$ cat config.mk
export PLATFORM = sky130hd
export DESIGN_NAME = alu_serial_nbit
export DESIGN_NICKNAME = d
export VERILOG_FILES = /design/src/rtl/alu_serial_nbit.sv
export SDC_FILE = /design/constraint.sdc
export NUM_CORES = 1
export LEC_CHECK = 0
export ABC_AREA = 1
export BUFFER_PORTS_ARGS = -buffer_cell sky130_fd_sc_hd__buf_2
export CAP_MARGIN = 25
export CELL_PAD_IN_SITES_DETAIL_PLACEMENT = 0
export CELL_PAD_IN_SITES_GLOBAL_PLACEMENT = 1
export CORE_UTILIZATION = 30
export CTS_CLUSTER_DIAMETER = 60
export DETAILED_ROUTE_END_ITERATION = 16
export GPL_ROUTABILITY_DRIVEN = 0
export PLACE_DENSITY_LB_ADDON = 0.08
export SYNTH_ARGS = -nofsm -noshare
export SYNTH_HDL_FRONTEND = slang
export SYNTH_SLANG_ARGS = --single-unit
$ cat constraint.sdc
create_clock -name clk -period 2.5 [get_ports clk]
set_input_delay 0.5 -clock clk [delete_from_list [all_inputs] [get_ports clk]]
set_output_delay 0.5 -clock clk [all_outputs]
set_load 0.01 [all_outputs]
$ cat src/rtl/alu_serial_nbit.sv
// Bit-serial WIDTH-bit ALU: one bit per clock, LSB first, through a single
// one-bit slice with a registered carry and a start/busy/done handshake.
module alu_serial_nbit #(
  parameter int WIDTH = 8
) (
  input  logic             clk,
  input  logic             rst,
  input  logic             start,
  input  logic [3:0]       op,
  input  logic [WIDTH-1:0] a,
  input  logic [WIDTH-1:0] b,
  output logic             busy,
  output logic             done,
  output logic [WIDTH-1:0] result,
  output logic             carry,
  output logic             zero,
  output logic             illegal
);

  localparam int CW = $clog2(WIDTH);
  localparam logic [CW-1:0] LAST_BIT = CW'(WIDTH - 1);

  typedef enum logic {
    IDLE,
    RUN
  } state_t;

  state_t           state_q, state_d;
  logic [WIDTH-1:0] a_sr, b_sr, res_sr, res_next;
  logic [3:0]       op_q;
  logic             c_q;
  logic [CW-1:0]    cnt_q;
  logic             last_bit, accept;
  logic             r_bit, c_next;
  logic [WIDTH-1:0] b_load;
  logic             cin_load;
  logic             is_arith_q, is_rsvd_q;

  assign is_arith_q = op_q[3] & ~op_q[2];
  assign is_rsvd_q  = op_q[3] & op_q[2];

  // The B shift register holds B' for arithmetic ops, so the slice only sees
  // a plain full adder; logic ops keep the raw B.
  always_comb begin
    b_load   = b;
    cin_load = 1'b0;
    if (op[3:2] == 2'b10) begin
      case (op[1:0])
        2'b01:   begin b_load = ~b;           cin_load = 1'b1; end
        2'b10:   begin b_load = '0;           cin_load = 1'b1; end
        2'b11:   begin b_load = {WIDTH{1'b1}}; cin_load = 1'b0; end
        default: begin b_load = b;            cin_load = 1'b0; end
      endcase
    end
  end

  // One-bit function slice.
  // NOTE: every signal driven here gets a default first, so no path can infer a latch.
  always_comb begin
    r_bit  = 1'b0;
    c_next = 1'b0;
    if (!op_q[3]) begin
      case (op_q[2:0])
        3'b000, 3'b100: r_bit = a_sr[0];
        3'b001, 3'b101: r_bit = ~a_sr[0];
        3'b010:         r_bit = a_sr[0] ^ b_sr[0];
        3'b011:         r_bit = ~(a_sr[0] ^ b_sr[0]);
        3'b110:         r_bit = a_sr[0] | b_sr[0];
        default:        r_bit = ~a_sr[0] | b_sr[0];
      endcase
    end else if (!op_q[2]) begin
      r_bit  = a_sr[0] ^ b_sr[0] ^ c_q;
      c_next = (a_sr[0] & b_sr[0]) | (a_sr[0] & c_q) | (b_sr[0] & c_q);
    end
  end

  assign res_next = {r_bit, res_sr[WIDTH-1:1]};

  // NOTE: state and datapath registers use non-blocking assignments only.
  always_ff @(posedge clk or posedge rst) begin
    if (rst) state_q <= IDLE;
    else     state_q <= state_d;
  end

  // A start seen on the last-bit edge is accepted there, so back-to-back
  // operations run with no idle cycle between them.
  always_comb begin
    state_d  = state_q;
    accept   = 1'b0;
    last_bit = 1'b0;
    busy     = (state_q == RUN);
    case (state_q)
      IDLE: begin
        if (start) begin
          accept  = 1'b1;
          state_d = RUN;
        end
      end
      RUN: begin
        if (cnt_q == LAST_BIT) begin
          last_bit = 1'b1;
          accept   = start;
          state_d  = start ? RUN : IDLE;
        end
      end
      default: state_d = IDLE;
    endcase
  end

  always_ff @(posedge clk or posedge rst) begin
    if (rst) begin
      a_sr    <= '0;
      b_sr    <= '0;
      res_sr  <= '0;
      op_q    <= '0;
      c_q     <= 1'b0;
      cnt_q   <= '0;
      done    <= 1'b0;
      result  <= '0;
      carry   <= 1'b0;
      zero    <= 1'b0;
      illegal <= 1'b0;
    end else begin
      done <= 1'b0;
      if (state_q == RUN) begin
        a_sr   <= a_sr >> 1;
        b_sr   <= b_sr >> 1;
        res_sr <= res_next;
        c_q    <= c_next;
        cnt_q  <= cnt_q + 1'b1;
      end
      if (last_bit) begin
        result  <= res_next;
        carry   <= is_arith_q & c_next;
        zero    <= (res_next == '0);
        illegal <= is_rsvd_q;
        done    <= 1'b1;
      end
      // NOTE: a load here overrides the shift above; the later assignment wins.
      if (accept) begin
        a_sr   <= a;
        b_sr   <= b_load;
        op_q   <= op;
        c_q    <= cin_load;
        cnt_q  <= '0;
        res_sr <= '0;
      end
    end
  end

endmodule

==> qor.yml <==
synth_flop_cell: "dfrtp_1"
rows: 29
n_antenna_cell: 0
vias: 1620
fin_worst_skew_ns: 0.00462
clkTransAtPathRegs_ns: 0.08
max_stage_delay_ns: 0.40
synth_area_leaders: "dfrtp_1 (54%), nand2_1 (12%), o21ai_0 (5.4%)"
gr-usage-met2: 0.225
dieWidth_um: 84.7
fin_cells: 350
port_buffers: 35
drc: 0
p_per_area_mw_per_mm2: 1050
core-area_mm2: 0.00649
dr.first_iter.drc_count: 102
fin_crit_sh: 0.709
grt_pass1_wl_mm: 7.89
clock-root-buffer: "clkbuf_8"
drive_gt1_frac: 0.212
crit_start: "cnt_q[0]$_DFFE_PP0P_"
multi_input_area_um2: 791
r2r_cells: 8
cts_buffers: 5
synthToLayoutAreaGrowth_pct: 18.0
clk_latency_ns: 0.30
wl_per_cell_um: 12.7
clock_sinks: 44
maxCapViolCount: 0
die_h_um: 84.7
ant_nets: 0
r2r-start: "cnt_q[0]$_DFFE_PP0P_"
drt-vias-per-instance: 4.63
synth_top_area_cell: "dfrtp_1"
rsz0062_at_grt: "false"
hold_ws_ns: 0.225
p_leak_nw: 1.27
cp.arrival_ns: 1.99
cp_max_fo: 18
max_freq_ghz: 0.564
tns_ns: 0
die_area_mm2: 0.00718
io_pins: 36
hold_path_class: "in -> async"
cts_setup_buffers: 0
drtPass1Iterations: 6
h-tree-depth: 2
final_nets: 302
critPathSlowestCell: "dfrtp_1"
grt_pass1_vias: 1619
seqCellArea_mm2: 0.00110
peakVddDrop_mv: 0.292
start_util: 0.316
clock_path_buffers: 2
synth_edf_count: 0
synth_top_area_frac: 0.536
busiest_layer: "met2"
min_period_ns: 1.77
r2r-end: "a_sr[6]$_DFFE_PP0P_"
worstMarginPinSlew_ns: 0.445
required_ns: 2.72
grt_max_degree: 25
worstSetupPathType: "reg -> reg"
hpwl_mm: 3.15
cts_tree: "done"
antenna_found_initial: 0
synth_cells: 231
cts-resized-gates: 0
holdBufCountCts: 0
report.final.slew_viol_count: 0
grt_use_total: 0.141
crit_path_end_kind: "register"
hold_viol: 0
syn-num-nets: 261
slew_headroom: 0.703
fillers: 702
synth-seq-cells: 44
dp.cells: 342
overflow: 0
critPathCapture: "a_sr[6]$_DFFE_PP0P_"
synth_area_mm2: 0.00205
setup_viol: 0
finalWirelength_mm: 4.46
crit_chain: "ha_1 -> ha_1 -> inv_2 -> a21oi_4 -> buf_4 -> inv_2 -> nand2_2 -> o211ai_1"
grt_use_met1: 0.189
synth_seq_area_share: 0.536
ys_warn_count: 0
outcome: "finished, final reports clean"
rrSetupSlack_ns: 0.73
async_reset_ff_frac: 1.00
met3_usage: 0.0344
syn_area_per_cell_um2: 8.89
ys_types: 26
start_kind: "register"
## worst min-delay path by stage
| stage | slack (ns) | start | endpoint | cells after the start |
|---|---|---|---|---|
| 2_1_floorplan | 0.45 | b_sr[7]$_DFFE_PP0P_ | b_sr[7]$_DFFE_PP0P_ | 2 |
| 3_3_place_gp | 0.46 | zero$_DFFE_PP0P_ | zero$_DFFE_PP0P_ | 2 |
| 3_5_place_dp | 0.46 | zero$_DFFE_PP0P_ | zero$_DFFE_PP0P_ | 2 |
| 4_1_cts | 0.24 | rst | cnt_q[2]$_DFFE_PP0P_ | 3 |
| 5_1_grt | 0.25 | rst | cnt_q[2]$_DFFE_PP0P_ | 3 |
| 6_report | 0.23 | rst | cnt_q[2]$_DFFE_PP0P_ | 3 |
## cell usage after synthesis, types with 2 or more instances
cell / n
a22o_1: 2
o21ai_0: 22
nand2_1: 68
o22ai_1: 6
a22oi_1: 7
dfrtp_1: 44
inv_2: 4
nor2_1: 3
buf_6: 2
nand2_2: 4
o211ai_1: 3
a21oi_1: 8
nand3_1: 12
ha_1: 6
inv_1: 29
## report_power, final
group	switching, mW	internal, mW
Combinational	0.538	0.333
Clock	0.247	0.297
Sequential	0.152	0.983
Total	0.937	1.61
## metrics by stage
stage	total power, mW	util	setup slack (ns)	area (um^2)
floorplan	1.77	-	0.969	2050
global placement	2.03	0.357	0.687	2320
detailed placement	2.04	0.357	0.648	2320
CTS	2.59	0.373	0.719	2420
global route	2.78	0.373	0.556	2420
finish	2.55	0.373	0.728	2420
## flip-flops by register name, indices dropped and copies added (netlist names), 3 cells and up
register  flops
a_sr          8
b_sr          8
result        8
res_sr        7
op_q          4
cnt_q         3
## critical path: cells and delay by family, from the launching register on
kind                       cells  cell delay [ns]
AOI/OAI and AO/OA              2             0.25
adders and majority gates      2             0.42
buffers and inverters          3             0.46
DFF                            1             0.40
and+or+nand+nor                1             0.17
## logic make-up after synthesis
group,count (synthesis),synth area share
DFF,44,0.536
and+or+nand+nor,90,0.185
AOI/OAI and AO/OA,52,0.154
adders and majority gates,7,0.0463
buffers and inverters,38,0.0786
## metal layers
layer  wire length [um]  share of wire  vias up
met5                  0              0        -
met4                 63          0.014        0
met3                163          0.037        6
met2               1930           0.43       36
met1               2300           0.52      747
li1                   -              -      831
## placed cells by master (no fill, tap or decap), drive strengths merged
cell and count:
a21oi 9, ha 6, buf 38, clkbuf 6, dfrtp 44, nor2 5
nand3 12, clkinv 2, o22ai 6, nor3 1, a22oi 7, inv 33
o31ai 1, nand2 72, o21ai 23, o21a 1, fa 1, a22o 2
bufinv 1, o211ai 3
## layout make-up
type                       instances  area share
tap                               77      0.0398
inverter                          34      0.0537
timing repair buffer              38      0.0816
clock buffer                       6      0.0299
clock inverter                     2      0.0145
sequential                        44       0.454
multi-input combinational        149       0.326
Note: power is estimated with default switching activity, not from simulation.
